`src/rtl/asrv32_hazard_ctrl.sv`:
```
// asrv32_hazard_ctrl
//   Central pipeline sequencer for the ASRV32 IF/ID/EX pipeline.
//   Produces per-stage stall/flush controls, inserts a bubble on load-use
//   hazards, redirects fetch on taken branches/jumps, and sequences trap
//   entry and MRET through a RUN -> DRAIN -> REDIRECT state machine.
//
// Ports
//   i_clk, i_rst          clock, asynchronous active-high reset
//   i_rs1_addr_id/rs2     source registers of the instruction in ID
//   i_rd_addr_ex          destination register of the instruction in EX
//   i_load_ex, i_valid_ex EX instruction is a load / is valid
//   i_exception_ex        {MRET,EBREAK,ECALL,ILLEGAL} flags of EX instruction
//   i_pc_ex               PC of EX instruction
//   i_branch_taken_ex     branch/jal/jalr in EX resolved taken
//   i_branch_target_ex    resolved branch target
//   i_mtvec, i_mepc       trap vector base / MRET return address
//   i_mem_busy            data memory wait, freezes the whole pipeline
//   o_stall_if/id         hold IF / ID
//   o_flush_if/id/ex      kill IF / ID / EX output
//   o_redirect_valid/pc   load o_redirect_pc into the fetch PC this cycle
//   o_trap_take           one-cycle pulse: write mepc/mcause
//   o_trap_mepc           PC of trapping instruction
//   o_trap_cause          mcause code (ILLEGAL=2, EBREAK=3, ECALL=11)
//   o_mret_take           one-cycle pulse: MRET retired
//
// DRAIN_CYCLES sets how many non-busy cycles the EX/MEM/WB tail gets to
// retire before the trap redirect; legal range is 1..7.

`ifndef EXCEPTION_WIDTH
`define EXCEPTION_WIDTH 4
`endif

module asrv32_hazard_ctrl #(
  parameter int unsigned DRAIN_CYCLES = 2
) (
  input  logic                        i_clk,
  input  logic                        i_rst,
  input  logic [4:0]                  i_rs1_addr_id,
  input  logic [4:0]                  i_rs2_addr_id,
  input  logic [4:0]                  i_rd_addr_ex,
  input  logic                        i_load_ex,
  input  logic                        i_valid_ex,
  input  logic [`EXCEPTION_WIDTH-1:0] i_exception_ex,
  input  logic [31:0]                 i_pc_ex,
  input  logic                        i_branch_taken_ex,
  input  logic [31:0]                 i_branch_target_ex,
  input  logic [31:0]                 i_mtvec,
  input  logic [31:0]                 i_mepc,
  input  logic                        i_mem_busy,
  output logic                        o_stall_if,
  output logic                        o_stall_id,
  output logic                        o_flush_if,
  output logic                        o_flush_id,
  output logic                        o_flush_ex,
  output logic                        o_redirect_valid,
  output logic [31:0]                 o_redirect_pc,
  output logic                        o_trap_take,
  output logic [31:0]                 o_trap_mepc,
  output logic [3:0]                  o_trap_cause,
  output logic                        o_mret_take
);

  localparam logic [2:0] DRAIN_LOAD = 3'(DRAIN_CYCLES - 1);

  localparam logic [3:0] CAUSE_ILLEGAL = 4'd2;
  localparam logic [3:0] CAUSE_EBREAK  = 4'd3;
  localparam logic [3:0] CAUSE_ECALL   = 4'd11;

  typedef enum logic [1:0] {
    ST_RUN,
    ST_DRAIN,
    ST_REDIRECT
  } state_t;

  state_t      state;
  logic [2:0]  drain_cnt;
  logic        is_mret_q;
  logic [31:0] trap_target_q;

  logic        exc_valid;
  logic        load_use;
  logic        branch_taken;
  logic [3:0]  cause_nxt;
  logic        mret_nxt;

  assign exc_valid    = i_valid_ex & (|i_exception_ex);
  assign branch_taken = i_valid_ex & i_branch_taken_ex;
  assign load_use     = i_valid_ex & i_load_ex & (i_rd_addr_ex != 5'd0) &
                        ((i_rd_addr_ex == i_rs1_addr_id) |
                         (i_rd_addr_ex == i_rs2_addr_id));

  // Only the highest-priority flag is acted on: ILLEGAL > ECALL > EBREAK > MRET.
  always_comb begin
    cause_nxt = '0;
    mret_nxt  = 1'b0;
    if (i_exception_ex[0])      cause_nxt = CAUSE_ILLEGAL;
    else if (i_exception_ex[1]) cause_nxt = CAUSE_ECALL;
    else if (i_exception_ex[2]) cause_nxt = CAUSE_EBREAK;
    else if (i_exception_ex[3]) mret_nxt  = 1'b1;
  end

  // FSM and trap capture; everything freezes while memory is busy.
  always_ff @(posedge i_clk or posedge i_rst) begin
    if (i_rst) begin
      state         <= ST_RUN;
      drain_cnt     <= '0;
      is_mret_q     <= 1'b0;
      trap_target_q <= '0;
      o_trap_mepc   <= '0;
      o_trap_cause  <= '0;
    end else if (!i_mem_busy) begin
      case (state)
        ST_RUN: begin
          if (exc_valid) begin
            state       <= ST_DRAIN;
            drain_cnt   <= DRAIN_LOAD;
            o_trap_mepc <= i_pc_ex;
            is_mret_q   <= mret_nxt;
            if (!mret_nxt) o_trap_cause <= cause_nxt;
          end
        end
        ST_DRAIN: begin
          if (drain_cnt == 3'd0) begin
            state         <= ST_REDIRECT;
            trap_target_q <= is_mret_q ? i_mepc : (i_mtvec & 32'hFFFF_FFFC);
          end else begin
            drain_cnt <= drain_cnt - 3'd1;
          end
        end
        ST_REDIRECT: state <= ST_RUN;
        default:     state <= ST_RUN;
      endcase
    end
  end

  // Output decode. Gating with i_rst makes the asynchronous reset clear the
  // combinational RUN-state paths immediately as well as the registers.
  always_comb begin
    o_stall_if       = 1'b0;
    o_stall_id       = 1'b0;
    o_flush_if       = 1'b0;
    o_flush_id       = 1'b0;
    o_flush_ex       = 1'b0;
    o_redirect_valid = 1'b0;
    o_redirect_pc    = '0;
    o_trap_take      = 1'b0;
    o_mret_take      = 1'b0;
    if (!i_rst) begin
      if (i_mem_busy) begin
        o_stall_if = 1'b1;
        o_stall_id = 1'b1;
      end else begin
        case (state)
          ST_RUN: begin
            // A trapping instruction suppresses branch/load-use handling;
            // the drain itself starts on the next cycle.
            if (!exc_valid) begin
              if (branch_taken) begin
                o_redirect_valid = 1'b1;
                o_redirect_pc    = i_branch_target_ex;
                o_flush_if       = 1'b1;
                o_flush_id       = 1'b1;
              end else if (load_use) begin
                o_stall_if = 1'b1;
                o_stall_id = 1'b1;
                o_flush_id = 1'b1;
              end
            end
          end
          ST_DRAIN: begin
            o_stall_if = 1'b1;
            o_stall_id = 1'b1;
            o_flush_if = 1'b1;
            o_flush_id = 1'b1;
            o_flush_ex = 1'b1;
          end
          ST_REDIRECT: begin
            o_stall_if       = 1'b1;
            o_stall_id       = 1'b1;
            o_flush_if       = 1'b1;
            o_flush_id       = 1'b1;
            o_flush_ex       = 1'b1;
            o_redirect_valid = 1'b1;
            o_redirect_pc    = trap_target_q;
            o_trap_take      = ~is_mret_q;
            o_mret_take      = is_mret_q;
          end
          default: ;
        endcase
      end
    end
  end

endmodule

```
`config.mk`:
```
export PLATFORM = sky130hd
export DESIGN_NAME = asrv32_hazard_ctrl
export DESIGN_NICKNAME = d
export VERILOG_FILES = /design/src/rtl/asrv32_hazard_ctrl.sv
export SDC_FILE = /design/constraint.sdc
export NUM_CORES = 1
export LEC_CHECK = 0
export ABC_AREA = 0
export CAP_MARGIN = 0
export CORE_ASPECT_RATIO = 1.25
export CORE_MARGIN = 3
export CORE_UTILIZATION = 39
export CTS_BUF_LIST = sky130_fd_sc_hd__clkbuf_4
export DETAILED_ROUTE_END_ITERATION = 6
export GPL_ROUTABILITY_DRIVEN = 0
export GPL_TIMING_DRIVEN = 0
export PLACE_DENSITY = 0.94
export SYNTH_ARGS = -nofsm -noshare
export SYNTH_HDL_FRONTEND = slang
export SYNTH_SLANG_ARGS = --single-unit
```
`constraint.sdc`:
```
create_clock -name i_clk -period 4.6 [get_ports i_clk]
set_input_delay 0.92 -clock i_clk [delete_from_list [all_inputs] [get_ports i_clk]]
set_output_delay 0.92 -clock i_clk [all_outputs]
set_load 0.02 [all_outputs]
```
After elaboration in Yosys (flattened, before gate mapping)
Cells that the tools add are included.
- add/subtract/negate cells: 1
- equal/unequal tests: 7
- muxes and demuxes: 47
- bitwise operators: 9
- reductions and logical operators: 11
- operator list (cell ; count):
    $mux 32 ; 5
    $pmux 32 s2 ; 1
    $mux 1 ; 28
    $eq 5x5->1 ; 2
    $reduce_and 3->1 ; 3
    $mux 4 ; 2
    $pmux 1 s2 ; 4
    $reduce_and 4->1 ; 2
    $mux 2 ; 3
    $mux 3 ; 2
    $ne 2x2->1 const B ; 3
    $pmux 3 s2 ; 1
    $and 1x1->1 ; 5
    $reduce_bool 5->1 ; 1
    $pmux 2 s2 ; 1
    $reduce_or 4->1 ; 1
    $logic_not 3->1 ; 1
    $not 1->1 ; 3
    $sub 3x1->3 const B ; 1
    $eq 2x1->1 const B ; 1
    $eq 2x2->1 const B ; 1
    $logic_not 2->1 ; 1
    $reduce_bool 2->1 ; 1
    $reduce_or 2->1 ; 1
    $or 1x1->1 ; 1
- register bits after elaboration: 74
- output and inout port bits: 76

Depth between registers and ports, before layout
- depth after elaboration: 9
- mapped depth: 8
- gate-level depth less buffers: 6

Least setup slack after synthesis
Ideal clock, no wire load.
- path kind: input port to output port
- start: in i_rst
- end: out o_stall_if
- arrival time: 3576 ps
- path slack: 104 ps
- stages: 4
- buffers on the path: 1
- cell sequence: inv_1 -> nand3_1 -> o32ai_1 -> buf_4
- cells in the longest elaborated chain, start to end: 1
- ends and longest elaborated chain (item ; line ; source):
    start, declared ; 37 ; input logic i_rst,
    $mux 1 ; -- ;
    end, declared ; 50 ; output logic o_stall_if,
No other way between the ends.

Worst setup path after layout
- start: in i_exception_ex[0]
- end: out o_redirect_pc[24]
- cells in the longest elaborated chain, start to end: 6
- ends and longest elaborated chain (item ; line ; source):
    start, declared ; 43 ; input logic [`EXCEPTION_WIDTH-1:0] i_exception_ex,
    $reduce_or 4->1 ; 86 ; assign exc_valid = i_valid_ex & (|i_exception_ex);
    $and 1x1->1 ; 86 ;
    $mux 32 ; 157 ; if (!exc_valid) begin
    $pmux 32 s2 ; 153 ; case (state)
    $mux 32 ; 149 ; if (i_mem_busy) begin
    $mux 32 ; 148 ; if (!i_rst) begin
    end, declared ; 56 ; output logic [31:0] o_redirect_pc,
No other way between the ends.

==> flow_summary.ini <==
[cells_and_area]
instances_no_fill = 809
area_growth_pct = 66.3
diodes = 0
final_nets = 837
drive_gt1_share_pct = 5.27

[pwr]
swShare_pct = 39.4
power.total_uw = 3090
seqPwrFrac_pct = 36.5
clkPwrFrac_pct = 14.8
vdd_drop_max_mv = 0.313
p_int_uw = 1870
power.leakage_uw = 0.00269
p_comb_share_pct = 48.6
p_per_area_mw_per_mm2 = 478
p_sw_uw = 1220

[global_route]
grt_pass1_vias = 4474
grt_pass1_wl_um = 21100
grt_max_degree = 75
grt_overflow_total = 0
antenna_found_initial = 0
grt_usage_pct = 23.9

[timing]
fmax_mhz = 228
rsz0062_at_grt = false
hold_viol = 0
min_period_over_period_pct = 95.5
worst_pin_slew_ns = 0.922
skew_ns = 0.00924
relSlewSlack_pct = 38.6
setup_ws_ns = 0.205
slew_viol_final = 0
tns_ns = 0
post-route-min-period_ns = 4.40
setup_violations = 0

[routing]
postRouteAntennaNets = 0
vias = 4170
drt_pass1_iterations = 4
drt-wirelength-per-cell_um = 16.6
vias_per_cell = 5.15
drc_errors = 0
drtIter0Drc = 150
routed_wirelength_um = 13400

[job]
maxCapViolations = 0

[floorplanning]
die_w_um = 95.3
die_y_um = 118
io_pins = 229
row_count = 40
core_area_mm2 = 0.00966
initial_utilization_pct = 40.2
die_area_mm2 = 0.0112

[clocking]
insertion_delay_ns = 0.43
cts_resized = 0
numClockSinks = 73
cts_tree = built
cts_max_level = 3
cts_hold_buf = 0
cts_made_buffers = 9
cts_root_buffer = clkbuf_4
cts_setup_buffers = 0
clk_pin_slew_ns = 0.12
clock_path_buffers = 2

[critical_path]
r2r_end = trap_target_q[11]
crit_type = in2out
r2r_start = state[1]
worst_setup_path_end_kind = primary output
r2r_setup_slack_ns = 2.36
cp_data_required_time_ns = 3.68
cp_max_fo = 10
startpoint_type = input port
r2r_cells = 7
cp.arrival_ns = 3.48

[synthesis]
yosysWarnings = 0
yosys.area.top_type = dfrtp_1
yosys-top-cells-area = dfrtp_1, nand2_1, mux2i_1
async_flop_share_pct = 100
synthCells = 442
synth_common_cells = nand2_1, dfrtp_1, nor2_1, a22oi_1, a21oi_1
synth_top_cell_area_share_pct = 47.0
synth.distinct_cells = 41
syn_area_mm2 = 0.00389
synth_seq_cells = 73
synth.avg_cell_area_um2 = 8.79
yosysMostFrequentCell = nand2_1
synth_edf_count = 0
synth_fp_nets = 601
ys.flop_type = dfrtp_1
synth-seq-area-share_pct = 47.0

[worst_hold_path]
hp-start = o_trap_mepc[18]
hold_end = o_trap_mepc[18]
worstHoldPathType = reg2reg
worstHoldPathCells = 2

[run_status]
outcome = finished, final reports clean

[place]
dpl.cell_count = 793
pre_cts_ws_ns = 0.213
dpl.hpwl_um = 10600
port_buffers = 225
[layout by cell type, fill, tap and decap left out, types with 2 or more instances in the layout]
| cell type | count |
|---|---|
| xor2_1 | 10 |
| clkdlybuf4s50_1 | 225 |
| nand3_1 | 4 |
| mux2i_1 | 31 |
| buf_4 | 5 |
| inv_1 | 10 |
| nor3_1 | 3 |
| o21bai_1 | 2 |
| buf_6 | 5 |
| clkbuf_4 | 9 |
| dfrtp_1 | 73 |
| o21ai_0 | 10 |
| buf_2 | 4 |
| ha_1 | 6 |
| a22oi_1 | 34 |
| bufinv_16 | 2 |
| clkbuf_1 | 14 |
| a21oi_1 | 33 |
| nand2_1 | 101 |
| and2_1 | 2 |
| clkinvlp_4 | 3 |
| buf_1 | 3 |
| nor2_1 | 69 |
[sequential cells by signal, indices dropped and copies added, names as in the netlist]
signal and cells:
o_trap_mepc 32, drain_cnt 3, is_mret_q 1, o_trap_cause 3, trap_target_q 32, state 2
[metal layers]
layer	vias to the layer above	track usage [%]	wire length (um)
met3	42	8.50	1550
met2	223	41.7	6830
li1	1963	-	-
met4	0	12.0	502
met1	1942	24.6	4560
met5	-	0	0
[critical path: stages]
cell             delay [ns]
clkdlybuf4s50_1        0.51
o41ai_2                0.58
and4_1                 0.28
buf_4                  0.18
buf_6                  0.15
a22oi_1                0.08
nor2_1                 0.15
clkdlybuf4s50_1        0.62
[cells by family (layout without fill, tap and decap cells)]
family,count (synthesis),in the layout,share of synthesized area (%)
other,1,1,0.0965
adder cells (fa/ha/maj),6,6,1.93
multiplexers,33,33,8.66
AND/OR/NAND/NOR,190,190,20.1
XOR/XNOR,10,10,2.25
AO/OA/AOI/OAI,87,87,14.3
flip-flops,73,73,47.0
buffers and inverters,42,283,5.63
[power groups by stage]
stage               Combinational (uW)  Sequential [uW]  Clock (uW)
floorplan                          665             1270           0
global route                      1640             1160         503
CTS                               1510             1120         469
finish                            1500             1130         458
global placement                  1440             1110           0
detailed placement                1510             1130           0
[how the worst max path moves through the flow]
stage	cells after the start	start	endpoint	slack (ns)
floorplan	4	i_rst	o_stall_if	0.10
global placement	6	i_rst	o_stall_if	-1.10
detailed placement	6	i_rst	o_stall_if	0.21
CTS	6	i_rst	o_stall_if	0.20
global route	8	i_exception_ex[0]	o_redirect_pc[24]	0.02
finish	8	i_exception_ex[0]	o_redirect_pc[24]	0.20
[through the flow]
stage,hold WS [ns],instance area (um2),util [%]
detailed placement,0.466,6300,65.2
global route,0.510,6460,66.9
CTS,0.491,6460,66.9
global placement,0.457,6300,65.2
finish,0.485,6460,66.9
floorplan,0.496,3890,-
[area by class of cell]
class | count | area [um2]
clock inverter | 7 | 95.1
buffer | 31 | 178
tap | 126 | 158
clock buffer | 9 | 67.6
fill | 732 | 3200
timing repair buffer | 225 | 2250
sequential | 73 | 1830
inverter | 11 | 43.8
multi-input combinational | 327 | 1840
Note: power is estimated with default switching activity, not from simulation.
